--- config.mk ---
export PLATFORM = sky130hd
export DESIGN_NAME = hand_dealer_flat
export DESIGN_NICKNAME = d
export VERILOG_FILES = /design/src/rtl/baccarat_pkg.sv /design/src/rtl/hand_dealer_if.sv /design/src/rtl/rank_counter.sv /design/src/rtl/hand_dealer.sv /design/src/flat_wrapper.sv
export SDC_FILE = /design/constraint.sdc
export NUM_CORES = 1
export LEC_CHECK = 0
export BUFFER_PORTS_ARGS = -buffer_cell sky130_fd_sc_hd__buf_2
export CORE_MARGIN = 5
export CORE_UTILIZATION = 48
export DETAILED_ROUTE_END_ITERATION = 8
export PLACE_DENSITY = 0.72
export SETUP_SLACK_MARGIN = 0.5
export SYNTH_ARGS = -nofsm -noshare
export SYNTH_HDL_FRONTEND = slang
export SYNTH_SLANG_ARGS = --single-unit
export TNS_END_PERCENT = 20
--- constraint.sdc ---
create_clock -name clk -period 4.5 [get_ports clk]
set_input_delay 0.675 -clock clk [delete_from_list [all_inputs] [get_ports clk]]
set_output_delay 0.675 -clock clk [all_outputs]
set_load 0.005 [all_outputs]
--- src/rtl/baccarat_pkg.sv ---
// Shared card definitions for the dealer, the card7seg decoders and the game controller.
package baccarat_pkg;

   typedef logic [3:0] card_t;

   localparam card_t CARD_BLANK = 4'd0;
   localparam card_t CARD_ACE   = 4'd1;
   localparam card_t CARD_TEN   = 4'd10;
   localparam card_t CARD_JACK  = 4'd11;
   localparam card_t CARD_QUEEN = 4'd12;
   localparam card_t CARD_KING  = 4'd13;

   // Baccarat point value: ace..nine count face value, tens/faces/blank count zero.
   function automatic logic [3:0] card_value(input card_t c);
      if (c >= CARD_ACE && c < CARD_TEN) begin
         return c;
      end
      return 4'd0;
   endfunction

endpackage : baccarat_pkg

--- src/rtl/hand_dealer_if.sv ---
// Request/response bundle between the game controller and the hand dealer.
interface hand_dealer_if #(
   parameter int NUM_SLOTS = 3
);
   import baccarat_pkg::*;

   logic                        deal;
   logic                        clear;
   card_t [NUM_SLOTS-1:0]       card_o;
   logic  [3:0]                 score_o;
   logic  [1:0]                 count_o;
   logic                        full_o;
   logic                        deal_ack;
   card_t                       rank_o;

   // Controller side: issues deal/clear, observes the hand.
   modport master (
      output deal, clear,
      input  card_o, score_o, count_o, full_o, deal_ack, rank_o
   );

   // Dealer side.
   modport slave (
      input  deal, clear,
      output card_o, score_o, count_o, full_o, deal_ack, rank_o
   );

endinterface : hand_dealer_if

--- src/rtl/rank_counter.sv ---
// Free-running rank source: cycles 1..13 on every non-reset edge.
module rank_counter
   import baccarat_pkg::*;
(
   input  logic  clk,
   input  logic  reset,
   output card_t rank_o
);

   card_t rank_q;
   card_t rank_d;

   // Next rank with king wrapping back to ace; 0, 14 and 15 never appear.
   always_comb begin
      rank_d = rank_q + 4'd1;
      if (rank_q >= CARD_KING) begin
         rank_d = CARD_ACE;
      end
   end

   // Rank register.
   always_ff @(posedge clk) begin
      if (reset) begin
         rank_q <= CARD_ACE;
      end else begin
         rank_q <= rank_d;
      end
   end

   assign rank_o = rank_q;

endmodule : rank_counter

--- src/rtl/hand_dealer.sv ---
// Deals ranks from the free-running counter into a hand of NUM_SLOTS slots
// and reports the baccarat score of the hand.
module hand_dealer
   import baccarat_pkg::*;
#(
   parameter int NUM_SLOTS = 3
)(
   input  logic          clk,
   input  logic          reset,
   hand_dealer_if.slave  bus
);

   card_t        rank;
   card_t        slot_card [NUM_SLOTS];
   logic [1:0]   count_q;
   logic [1:0]   count_d;
   logic         ack_q;
   logic         ack_d;
   logic         full;
   logic         accept;
   logic [4:0]   score_sum;
   logic [4:0]   score_mod;

   rank_counter u_rank_counter (
      .clk    (clk),
      .reset  (reset),
      .rank_o (rank)
   );

   assign full   = (count_q == 2'(NUM_SLOTS));
   // Clear wins over deal, and a full hand refuses further cards.
   assign accept = bus.deal & ~bus.clear & ~full;

   // Fill count and acknowledge pulse for the next cycle.
   always_comb begin
      count_d = count_q;
      ack_d   = 1'b0;
      if (bus.clear) begin
         count_d = 2'd0;
      end else if (accept) begin
         count_d = count_q + 2'd1;
         ack_d   = 1'b1;
      end
   end

   // Count and ack registers.
   always_ff @(posedge clk) begin
      if (reset) begin
         count_q <= 2'd0;
         ack_q   <= 1'b0;
      end else begin
         count_q <= count_d;
         ack_q   <= ack_d;
      end
   end

   // One register per slot; the slot indexed by the current count takes the rank.
   genvar gi;
   generate
      for (gi = 0; gi < NUM_SLOTS; gi++) begin : g_slot
         card_t slot_q;
         card_t slot_d;

         // Slot next-state: blank on clear, capture pre-edge rank when this slot is next.
         always_comb begin
            slot_d = slot_q;
            if (bus.clear) begin
               slot_d = CARD_BLANK;
            end else if (accept && (count_q == 2'(gi))) begin
               slot_d = rank;
            end
         end

         // Slot register.
         always_ff @(posedge clk) begin
            if (reset) begin
               slot_q <= CARD_BLANK;
            end else begin
               slot_q <= slot_d;
            end
         end

         assign slot_card[gi]  = slot_q;
         assign bus.card_o[gi] = slot_q;
      end
   endgenerate

   // Hand score straight from the registered slots so it tracks the cards same-cycle.
   always_comb begin
      score_sum = 5'd0;
      for (int i = 0; i < NUM_SLOTS; i++) begin
         score_sum = score_sum + 5'(card_value(slot_card[i]));
      end
      score_mod = score_sum % 5'd10;
   end

   assign bus.score_o  = score_mod[3:0];
   assign bus.count_o  = count_q;
   assign bus.full_o   = full;
   assign bus.deal_ack = ack_q;
   assign bus.rank_o   = rank;

endmodule : hand_dealer

--- src/flat_wrapper.sv ---
// flat-port wrapper written by rule: the top's interface ports become plain ports
module hand_dealer_flat import baccarat_pkg::*;
#(
   parameter int NUM_SLOTS = 3
)
  (clk, reset, bus_deal, bus_clear, bus_card_o, bus_score_o, bus_count_o, bus_full_o, bus_deal_ack, bus_rank_o);
  hand_dealer_if #(.NUM_SLOTS(NUM_SLOTS)) bus_i ();
  input  logic clk;
  input  logic reset;
  input wire logic [$bits(bus_i.deal)-1:0] bus_deal;
  input wire logic [$bits(bus_i.clear)-1:0] bus_clear;
  output wire logic [$bits(bus_i.card_o)-1:0] bus_card_o;
  output wire logic [$bits(bus_i.score_o)-1:0] bus_score_o;
  output wire logic [$bits(bus_i.count_o)-1:0] bus_count_o;
  output wire logic [$bits(bus_i.full_o)-1:0] bus_full_o;
  output wire logic [$bits(bus_i.deal_ack)-1:0] bus_deal_ack;
  output wire logic [$bits(bus_i.rank_o)-1:0] bus_rank_o;
  assign bus_i.deal = bus_deal;
  assign bus_i.clear = bus_clear;
  assign bus_card_o = bus_i.card_o;
  assign bus_score_o = bus_i.score_o;
  assign bus_count_o = bus_i.count_o;
  assign bus_full_o = bus_i.full_o;
  assign bus_deal_ack = bus_i.deal_ack;
  assign bus_rank_o = bus_i.rank_o;
  hand_dealer #(.NUM_SLOTS(NUM_SLOTS)) u_core (.clk(clk), .reset(reset), .bus(bus_i));
endmodule
==> key figures, run 1 <==
Worst setup path
  • CP arrival: 3.87 ns
  • Worst reg2reg path depth: 6
  • Crit-path max FO: 4
  • FF-to-FF End: u_core.g_slot[2].slot_q[0]
  • Cell Chain, Critical Path: nor2b_2 > fa_1 > ha_4 > fa_2 > xor2_4 > inv_2 > ha_4 > o22ai_4 > xnor2_2 > ha_2 > o31a_1 > or3_4 > a21oi_4 > mux2i_1 > buf_2
  • CP Class: reg2out
  • CP startpoint kind: flop
  • FF-to-FF Start: u_core.bus.count_o[1]
  • WP buf/inv: 2
  • Req. time, crit path: 3.83 ns
  • Crit path max-delay family: adder cells
  • Crit. End Element: output port
  • Max stage delay on crit path: 0.49 ns
  • Worst R2R Setup Slack: 2.81 ns
  • Slowest-stage cell, CP: fa_1
  • Most common cell on crit path: ha_4

Min path
  • WHS Path Cells: 1
  • Hold WC Path Type: reg2reg
  • WHS Endpoint: u_core.u_rank_counter.rank_o[0]
  • Hold path start: u_core.u_rank_counter.rank_o[0]

STA
  • Max Fclk: 0.220 GHz
  • Setup TNS: -0.0422 ns
  • Max-slew headroom: 67.6%
  • RSZ-0062 raised after global routing: yes
  • Clock Skew: 0.00681 ns
  • Endpoints failing hold: 0
  • Worst Tran Pin Value: 0.481 ns
  • Final setup vio count: 1
  • Final period util: 101%
  • Final Max Tran Viols: 0
  • Fin crit period: 4.54 ns
  • Final WS setup: -0.0422 ns

Routing
  • DRT iter0 DRCs: 70
  • DRT met1 WL: 1.21 mm
  • # DRC: 0
  • DR WL met3: 91 um
  • Routed wire per std cell: 13.9 um
  • Vias/cell: 5.13
  • Final Routed Wirelength: 2.95 mm
  • Met2 Routed Length: 1.63 mm
  • Top layer in use: met4
  • Via count: 1087
  • 1st-pass router iterations: 4
  • Final antenna-violating net count: 0

Power and ir drop
  • PwrDens: 175 mW/mm^2
  • Static leakage: 0.814 nW
  • Tot Pwr: 0.000305 W
  • VDD IR max: 0.151 mV

Place
  • Placed Instances: 195
  • RePlAce Congestion: 0.869
  • HPWL Detailed: 2.07 mm
  • Worst slack, placed: 0.104 ns
  • # port buffers: 27

Clocking
  • CTS tree: built
  • Root buffer cell: clkbuf_4
  • Htree depth: 1
  • Worst-skew pair later-pin latency: 0.30 ns
  • TritonCTS Buffers: 3
  • Sink Count: 19
  • CTS Hold Buffers Added: 0
  • Clock-pin transition on the worst setup and hold timing paths: 0.10 ns
  • Bufs on Longest Clock Path: 2

Logic synthesis
  • Synth Register Bits: 19
  • Post-synth top cells: 22 x nor2_1, 19 x dfxtp_1, 14 x ha_1, 14 x inv_1, 14 x mux2i_1
  • Yosys cell types: 28
  • Cells after Synth: 144
  • Yosys Warn Count: 0
  • Most common flop cell mapped by yosys: dfxtp_1
  • Post-synthesis sequential area ratio: 29.8%
  • Share of the synthesized area in the top cell type: 29.8%
  • Fraction of registers with async set/reset: 0%
  • Count leader, synth: nor2_1
  • Top cells by area, synth: dfxtp_1 30%, ha_1 14%, mux2i_1 11%
  • Syn avg cell area: 8.87 sq um
  • Mapped Area: 0.00128 sq mm
  • Post-synth EDFFs: 0
  • Synthesized Nets: 167
  • Leading area contributor after synthesis: dfxtp_1

Finish
  • Nets@finish: 206
  • Area Growth Syn to Fin: 36.8%
  • N_diodes: 0
  • Filler instances: 205
  • Multi-input gate area: 988 sq um
  • Register Area: 409 sq um
  • Layout Cells excl Fill: 212
  • Layout cell share with drive strength beyond 1: 42.9%

Global route
  • Vias in the first global route: 1119
  • Pin count of the biggest net entering global routing: 16
  • GRT Residual Overflow: 0
  • First-pass GRT wire length: 4.93 mm
  • Initial antenna violation count: 0
  • Global Route Usage Sum: 17.2%

Die
  • Initial Util: 50.6%
  • Die height: 61.6 um
  • IO Pins: 28
  • Core ar.: 0.00252 sq mm
  • Row count: 18
  • Die area: 0.00379 sq mm
  • Chip width: 61.6 um

Run status
  • Run status: finished, violations left
  • Violated checks: negative setup slack

Flow run
  • Max-Cap Viols: 0
-- registers in the layout, summed over array words and instances, names as in the netlist --
signal	cells
u_core.bus.deal_ack	1
u_core.g_slot.slot_q	12
u_core.u_rank_counter.rank_o	4
u_core.bus.count_o	2
-- kinds of logic (layout without fill, tap and decap cells) --
| logic type | Yosys count | in the layout | share of synthesized area (%) |
|---|---|---|---|
| and+or+nand+nor | 51 | 51 | 19.9 |
| muxes | 14 | 14 | 11.0 |
| xor gates and xnor gates | 7 | 7 | 4.80 |
| buffers and inverters | 20 | 58 | 5.88 |
| adders and majority gates | 19 | 19 | 21.5 |
| DFF | 19 | 19 | 29.8 |
| AOI/OAI and AO/OA | 14 | 14 | 7.15 |
-- worst max-delay path by stage --
stage                          startpoint             end  slack, ns  cells past startpoint
2_1_floorplan  u_core.g_slot[0].slot_q[3]  bus_score_o[2]       0.34                     15
6_report       u_core.g_slot[0].slot_q[1]  bus_score_o[2]      -0.04                     15
5_1_grt        u_core.g_slot[0].slot_q[1]  bus_score_o[2]      -0.20                     15
3_3_place_gp   u_core.g_slot[0].slot_q[3]  bus_score_o[3]       0.14                     16
4_1_cts        u_core.g_slot[1].slot_q[1]  bus_score_o[2]      -0.03                     15
3_5_place_dp   u_core.g_slot[0].slot_q[3]  bus_score_o[3]       0.10                     16
-- layer usage --
metal  up-vias  global-route usage [%]
met5         -                       0
met4         0                    6.06
met3         2                    2.10
met2        19                    31.8
met1       526                    20.3
li1        540                       -
-- worst reg2reg max path, stage by stage (launching register included) --
cell and delay (ns):
dfxtp_1 0.36, ha_1 0.20, nand2b_1 0.21, nor2_1 0.19, and2_1 0.32, mux2i_1 0.25
nor2_1 0.06
-- repair_timing --
| action | CTS | global route |
|---|---|---|
| endpoints found under the setup margin | 3 | 3 |
| gates cloned | 0 | 0 |
| gates resized for setup | 19 | 9 |
| pin swaps | 15 | 12 |
| setup buffers | 8 | 5 |
-- area by class of cell --
cell class | count | area share (%)
Multi-Input combinational cell | 105 | 56.5
Sequential cell | 19 | 23.4
Timing Repair Buffer | 40 | 13.3
Inverter | 14 | 3.01
Tap cell | 30 | 2.15
Clock buffer | 3 | 1.29
Clock inverter | 1 | 0.286
-- power by group --
part	internal [W]	switching, W	leakage (nW)
Clock	0.0000331	0.0000529	0.0177
Combinational	0.0000199	0.0000195	0.635
Sequential	0.000170	0.0000105	0.161
-- layout by cell type (no fill, tap or decap), types with 3 or more instances in the layout --
master / n
inv_1: 13
mux2i_1: 14
ha_1: 10
nor2_1: 22
xnor2_1: 4
ha_4: 3
buf_4: 13
nand2_1: 4
clkbuf_4: 3
nand2b_1: 3
dfxtp_1: 10
a21oi_4: 3
fa_1: 3
and2_1: 6
buf_2: 27
dfxtp_4: 7
-- stage by stage --
step                cell area, sq um  util (%)  hold WS (ns)
floorplan                       1360         -         0.461
global placement                1510      59.9         0.502
detailed placement              1510      59.9         0.511
CTS                             1680      66.4         0.536
global route                    1750      69.3         0.561
finish                          1750      69.3         0.541
(Power assumes the default switching activity.)
==> run 2: changes to the inputs <==
==> constraint.sdc (replaced) <==
create_clock -name clk -period 4.5 [get_ports clk]
set_input_delay 0.9 -clock clk [delete_from_list [all_inputs] [get_ports clk]]
set_output_delay 0.9 -clock clk [all_outputs]
set_load 0.005 [all_outputs]
==> run 2 against run 1 <==
Against the previous run: the run still ends with negative setup slack left; utilization is 6.3 points lower; power hardly changed; register-to-register slack better by 0.06 ns; wire length is 7.5% lower; count of clock-buffer cells in the layout is 1 higher; highest routed layer unchanged.
==> key figures, run 2 (synthesized netlist as in run 1, its figures left out) <==
Finish
  • Commonest non-fill, non-tap cell in the layout: buf_2 (unchanged)
  • Layout cell share with drive strength beyond 1: 37.0% (was 42.9%)
  • Commonest non-fill, non-tap cells in the layout: 27 x buf_2, 22 x nor2_1, 14 x mux2i_1, 13 x inv_1 (was 27 x buf_2, 22 x nor2_1, 14 x mux2i_1, 13 x inv_1, 13 x buf_4)
  • Area Growth Syn to Fin: 24.4% (was 36.8%)
  • Max reg flops: 12 (unchanged)
  • Nets@finish: 197 (was 206)
  • Largest Register: u_core.g_slot.slot_q (unchanged)
  • N_diodes: 0 (unchanged)

Clocking
  • Root buffer cell: clkbuf_4 (unchanged)
  • Bufs on Longest Clock Path: 2 (unchanged)
  • Worst-skew pair later-pin latency: 0.29 ns (was 0.30 ns)
  • Sink Count: 19 (unchanged)
  • Clock-pin transition on the worst setup and hold timing paths: 0.10 ns (about the same)
  • Htree depth: 1 (unchanged)
  • TritonCTS Buffers: 3 (unchanged)
  • CTS tree: built (unchanged)

Die
  • Die height: 61.6 um (unchanged)
  • Core ar.: 0.00252 sq mm (unchanged)
  • Row count: 18 (unchanged)
  • IO Pins: 28 (unchanged)
  • Initial Util: 50.6% (unchanged)
  • Die area: 0.00379 sq mm (unchanged)
  • Chip width: 61.6 um (unchanged)

STA
  • Endpoints failing hold: 0 (unchanged)
  • Max-slew headroom: 65.4% (was 67.6%)
  • RSZ-0062 raised after global routing: yes (unchanged)
  • Worst Tran Pin Value: 0.514 ns (was 0.481 ns)
  • Setup TNS: -0.719 ns (was -0.0422 ns)
  • Max Fclk: 0.209 GHz (was 0.220 GHz)
  • Final Max Tran Viols: 0 (unchanged)
  • Final setup vio count: 3 (was 1)
  • Clock Skew: 0.00570 ns (was 0.00681 ns)
  • Final period util: 106% (was 101%)
  • Fin crit period: 4.77 ns (was 4.54 ns)
  • Final WS setup: -0.273 ns (was -0.0422 ns)
  • Hold slack: 0.528 ns (was 0.541 ns)

Global route
  • GRT Residual Overflow: 0 (unchanged)
  • Vias in the first global route: 1039 (was 1119)
  • Global Route Usage Sum: 16.7% (was 17.2%)
  • First-pass GRT wire length: 4.69 mm (was 4.93 mm)
  • Pin count of the biggest net entering global routing: 16 (unchanged)
  • Initial antenna violation count: 0 (unchanged)

Routing
  • DRT iter0 DRCs: 38 (was 70)
  • Routed wire per std cell: 13.4 um (was 13.9 um)
  • Final antenna-violating net count: 0 (unchanged)
  • Vias/cell: 5.10 (was 5.13)
  • 1st-pass router iterations: 4 (unchanged)
  • Final Routed Wirelength: 2.73 mm (was 2.95 mm)
  • # DRC: 0 (unchanged)
  • Via count: 1036 (was 1087)

Min path
  • Hold path start: u_core.g_slot[1].slot_q[0] (was u_core.u_rank_counter.rank_o[0])
  • Hold WC Path Type: reg2reg (unchanged)

Worst setup path
  • Crit. End Element: output port (unchanged)
  • Critical Path Start: u_core.g_slot[0].slot_q[1] (unchanged)
  • Worst R2R Setup Slack: 2.87 ns (was 2.81 ns)
  • CP arrival: 3.87 ns (about the same)
  • FF-to-FF Start: u_core.bus.count_o[0] (was u_core.bus.count_o[1])
  • CP startpoint kind: flop (unchanged)
  • Req. time, crit path: 3.60 ns (was 3.83 ns)
  • CP Class: reg2out (unchanged)
  • Crit-path max FO: 5 (was 4)

Power and ir drop
  • VDD IR max: 0.189 mV (was 0.151 mV)
  • Static leakage: 0.747 nW (was 0.814 nW)
  • PwrDens: 192 mW/mm^2 (was 175 mW/mm^2)

Place
  • HPWL Detailed: 2.17 mm (was 2.07 mm)
  • RePlAce Congestion: 0.858 (was 0.869)
  • # port buffers: 27 (unchanged)

Flow run
  • Max-Cap Viols: 0 (unchanged)

Run status
  • Run status: finished, violations left (unchanged)
  • Violated checks: negative setup slack (unchanged)
run 2: power by group:
part	switching (W)	total [W]	leakage, nW	internal (W)
combinational	0.0000190	0.0000380	0.573	0.0000189
clock	0.0000505	0.0000850	0.0150	0.0000345
sequential	0.0000102	0.000183	0.160	0.000172
total	0.0000797	0.000306	0.747	0.000226
run 2: final timing paths:
path,to,depth (start not counted)
worst max-delay path,bus_score_o[2],15
worst min-delay path,u_core.g_slot[1].slot_q[0],2
worst max register to register,u_core.g_slot[2].slot_q[3],6
worst min register to register,u_core.g_slot[1].slot_q[0],2
run 2: layout make-up:
type	instances	area (sq um)
multi-input cells	105	911
flip-flops and latches	19	397
repair buffers	31	165
inverters	14	52.6
clock buffers	4	26.3
fillers	223	933
well taps	30	37.5
run 2: timing repair:
| item | in CTS | in global routing |
|---|---|---|
| setup endpoints to repair | 3 | 3 |
| hold buffers | 0 | 0 |
| pin swaps | 4 | 0 |
| setup buffers | 2 | 0 |
| gates resized for setup | 6 | 3 |
run 2: metal layers:
metal,GRT usage (%),up-vias,routed length [um]
met5,0,-,0
met4,7.58,0,61
met3,1.89,7,69
met2,29.0,17,1390
met1,20.6,487,1200
li1,-,525,-
run 2: worst max-delay path: stages (launching register included):
cell and delay [ns]:
dfxtp_4 0.37, nor2b_2 0.16, fa_1 0.48, ha_2 0.20
fa_2 0.38, xor2_4 0.16, inv_2 0.07, ha_4 0.18
o22ai_4 0.17, xnor2_2 0.09, ha_2 0.20, o31a_1 0.27
or3_4 0.35, a21oi_4 0.18, mux2i_1 0.19, buf_2 0.13
run 2: through the flow:
step / total power [W] / cells / setup WS, ns / instance area [sq um] / utilization (%)
6_report: 0.000306 / 203 / -0.273 / 1590 / 63.0
5_1_grt: 0.000324 / 203 / -0.453 / 1590 / 63.0
4_1_cts: 0.000309 / 203 / -0.271 / 1580 / 62.7
3_5_place_dp: 0.000225 / 197 / -0.0729 / 1530 / 60.5
3_3_place_gp: 0.000223 / 197 / 0.0229 / 1530 / 60.5
2_1_floorplan: 0.000211 / 144 / 0.114 / 1360 / -
==> run 3: changes to the inputs <==
ABC_AREA = 0   (was unset)
CORE_UTILIZATION = 50   (was 48)
PLACE_DENSITY = 0.71   (was 0.72)
REMOVE_ABC_BUFFERS = 1   (was unset)
clock period = 5.6 ns   (was 4.5 ns; I/O delays follow)
==> run 3 against run 2 <==
Against the previous run: the flow now finishes without violations; global-route usage decreased by 0.92 points; clock skew is 0.0025 ns lower; critical path depth up 1; combinational power down 20%; sequential power is 20% lower; register-to-register slack improved by 1.1 ns; first-iteration DRC count up 2.6%; largest power group unchanged; highest routed layer unchanged.
==> key figures, run 3 (synthesized netlist as in run 1, its figures left out) <==
Power and ir drop
  • Power share of the sequential group: 59.5% (was 59.8%)
  • Switch Pwr: 0.0000658 W (was 0.0000797 W)
  • Clock power frac: 28.1% (was 27.8%)
  • PwrDens: 154 mW/mm^2 (was 192 mW/mm^2)
  • Power Internal: 0.000180 W (was 0.000226 W)
  • Static leakage: 0.753 nW (was 0.747 nW)
  • Switching Share: 26.8% (was 26.1%)
  • VDD IR max: 0.178 mV (was 0.189 mV)
  • Comb power frac: 12.4% (about the same)

Worst setup path
  • Slowest-stage cell, CP: fa_1 (unchanged)
  • Crit path max-delay family: adder cells (unchanged)
  • Req. time, crit path: 4.48 ns (was 3.60 ns)
  • CP arrival: 3.98 ns (was 3.87 ns)
  • Crit-path max FO: 6 (was 5)
  • CP Class: reg2out (unchanged)
  • WP buf/inv: 2 (unchanged)
  • Most common cell on crit path: ha_2 (unchanged)
  • Cell Chain, Critical Path: o21ai_0 > and2_1 > fa_1 > ha_2 > fa_2 > xor2_2 > inv_2 > ha_4 > o22ai_4 > xnor2_2 > ha_2 > o31a_1 > or3_4 > a21oi_4 > mux2i_1 > buf_2 (was nor2b_2 > fa_1 > ha_2 > fa_2 > xor2_4 > inv_2 > ha_4 > o22ai_4 > xnor2_2 > ha_2 > o31a_1 > or3_4 > a21oi_4 > mux2i_1 > buf_2)
  • Crit. End Element: output port (unchanged)
  • Max stage delay on crit path: 0.43 ns (was 0.48 ns)
  • CP startpoint kind: flop (unchanged)

Global route
  • Global Route Usage Sum: 15.8% (was 16.7%)
  • Pin count of the biggest net entering global routing: 16 (unchanged)
  • Initial antenna violation count: 0 (unchanged)
  • Vias in the first global route: 1036 (was 1039)
  • First-pass GRT wire length: 4.31 mm (was 4.69 mm)
  • GRT Residual Overflow: 0 (unchanged)

Routing
  • # DRC: 0 (unchanged)
  • Final antenna-violating net count: 0 (unchanged)
  • DRT iter0 DRCs: 39 (was 38)
  • Routed wire per std cell: 13.3 um (was 13.4 um)
  • Via count: 1054 (was 1036)
  • Final Routed Wirelength: 2.71 mm (was 2.73 mm)
  • Vias/cell: 5.19 (was 5.10)
  • 1st-pass router iterations: 6 (was 4)

STA
  • Worst Tran Pin Value: 0.591 ns (was 0.514 ns)
  • Final setup vio count: 0 (was 3)
  • Setup TNS: 0 ns (was -0.719 ns)
  • Max Fclk: 0.196 GHz
  • Final period util: 91.0%
  • Max-slew headroom: 60.2% (was 65.4%)
  • Endpoints failing hold: 0 (unchanged)
  • RSZ-0062 raised after global routing: yes (unchanged)
  • Final Max Tran Viols: 0 (unchanged)
  • Fin crit period: 5.10 ns
  • Clock Skew: 0.00315 ns (was 0.00570 ns)

Die
  • Core ar.: 0.00245 sq mm (was 0.00252 sq mm)
  • IO Pins: 28 (unchanged)
  • Initial Util: 52.0% (was 50.6%)
  • Die height: 60.5 um (was 61.6 um)
  • Chip width: 60.5 um (was 61.6 um)
  • Die area: 0.00367 sq mm (was 0.00379 sq mm)
  • Row count: 18 (unchanged)

Finish
  • Commonest non-fill, non-tap cell in the layout: buf_2 (unchanged)
  • Register Area: 398 sq um (was 397 sq um)
  • Max reg flops: 12 (unchanged)
  • Multi-input gate area: 917 sq um (was 911 sq um)
  • Largest Register: u_core.g_slot.slot_q (unchanged)
  • Commonest non-fill, non-tap cells in the layout: 27 x buf_2, 22 x nor2_1, 14 x mux2i_1, 13 x inv_1, 11 x dfxtp_1 (was 27 x buf_2, 22 x nor2_1, 14 x mux2i_1, 13 x inv_1)
  • Layout cell share with drive strength beyond 1: 35.8% (was 37.0%)
  • Filler instances: 205 (was 223)
  • N_diodes: 0 (unchanged)
  • Area Growth Syn to Fin: 25.1% (was 24.4%)
  • Nets@finish: 197 (unchanged)
  • Final Cell Area: 0.00160 sq mm (was 0.00159 sq mm)

Clocking
  • Worst-skew pair later-pin latency: 0.30 ns (was 0.29 ns)
  • Bufs on Longest Clock Path: 2 (unchanged)
  • Sink Count: 19 (unchanged)
  • Root buffer cell: clkbuf_4 (unchanged)
  • Htree depth: 1 (unchanged)
  • Clock-pin transition on the worst setup and hold timing paths: 0.10 ns (about the same)
  • TritonCTS Buffers: 3 (unchanged)
  • CTS tree: built (unchanged)
  • CTS Hold Buffers Added: 0 (unchanged)

Min path
  • Hold WC Path Type: reg2reg (unchanged)

Place
  • Area after DPL: 0.00143 sq mm (was 0.00153 sq mm)
  • HPWL Detailed: 1.99 mm (was 2.17 mm)
  • RePlAce Congestion: 0.930 (was 0.858)
  • # port buffers: 27 (unchanged)

Run status
  • Run status: finished, final reports clean (was finished, violations left)

Flow run
  • Max-Cap Viols: 0 (unchanged)
## run 3: area by class of cell
type	instances	share of cell area (%)
clock buffer	3	1.41
clock inverter	1	0.313
inverter	14	3.29
multi-input combinational	105	57.4
sequential	19	24.9
tap	30	2.35
timing repair buffer	31	10.3
## run 3: worst paths after layout
check / startpoint / end / slack, ns / cells past startpoint
hold reg to reg: u_core.g_slot[2].slot_q[0] / u_core.g_slot[2].slot_q[0] / 0.53 / 2
setup / recovery: u_core.g_slot[0].slot_q[3] / bus_score_o[2] / 0.50 / 16
hold / removal: u_core.g_slot[2].slot_q[0] / u_core.g_slot[2].slot_q[0] / 0.53 / 2
setup reg to reg: u_core.bus.count_o[0] / u_core.g_slot[1].slot_q[1] / 4.02 / 6
## run 3: timing repair
| action | in CTS | in global routing |
|---|---|---|
| setup endpoints to repair | 3 | 3 |
| buffers inserted | 2 | 2 |
| pin swaps | 3 | 4 |
| gates resized for setup | 25 | 5 |
## run 3: worst register-to-register path: stages (launching register included)
cell	delay (ns)
dfxtp_1	0.35
ha_1	0.20
nand2b_1	0.21
nor2_1	0.16
and2_1	0.29
mux2i_1	0.22
nor2_1	0.05
## run 3: power by group through the flow
stage / logic (W) / clock network [W] / registers [W]
5_1_grt: 0.0000337 / 0.0000771 / 0.000147
2_1_floorplan: 0.0000190 / 0 / 0.000149
3_3_place_gp: 0.0000282 / 0 / 0.000150
4_1_cts: 0.0000305 / 0.0000710 / 0.000147
3_5_place_dp: 0.0000291 / 0 / 0.000151
6_report: 0.0000305 / 0.0000690 / 0.000146
## run 3: through the flow
stage / utilization (%) / std cells / setup slack [ns] / power (W) / hold slack, ns
after floorplan: - / 138 / 0.781 / 0.000168 / 0.461
after CTS: 63.6 / 201 / 0.505 / 0.000249 / 0.539
after global routing: 65.1 / 203 / 0.341 / 0.000258 / 0.573
after global placement: 58.2 / 195 / 0.554 / 0.000179 / 0.503
after detailed placement: 58.2 / 195 / 0.381 / 0.000180 / 0.512
final: 65.1 / 203 / 0.505 / 0.000246 / 0.531
## run 3: metal layers
layer / vias up / global-route usage [%] / routed length, um
met5: - / 0 / 0
met4: 0 / 8.98 / 78
met3: 10 / 2.34 / 103
met2: 20 / 29.3 / 1400
met1: 496 / 16.9 / 1130
li1: 528 / - / -
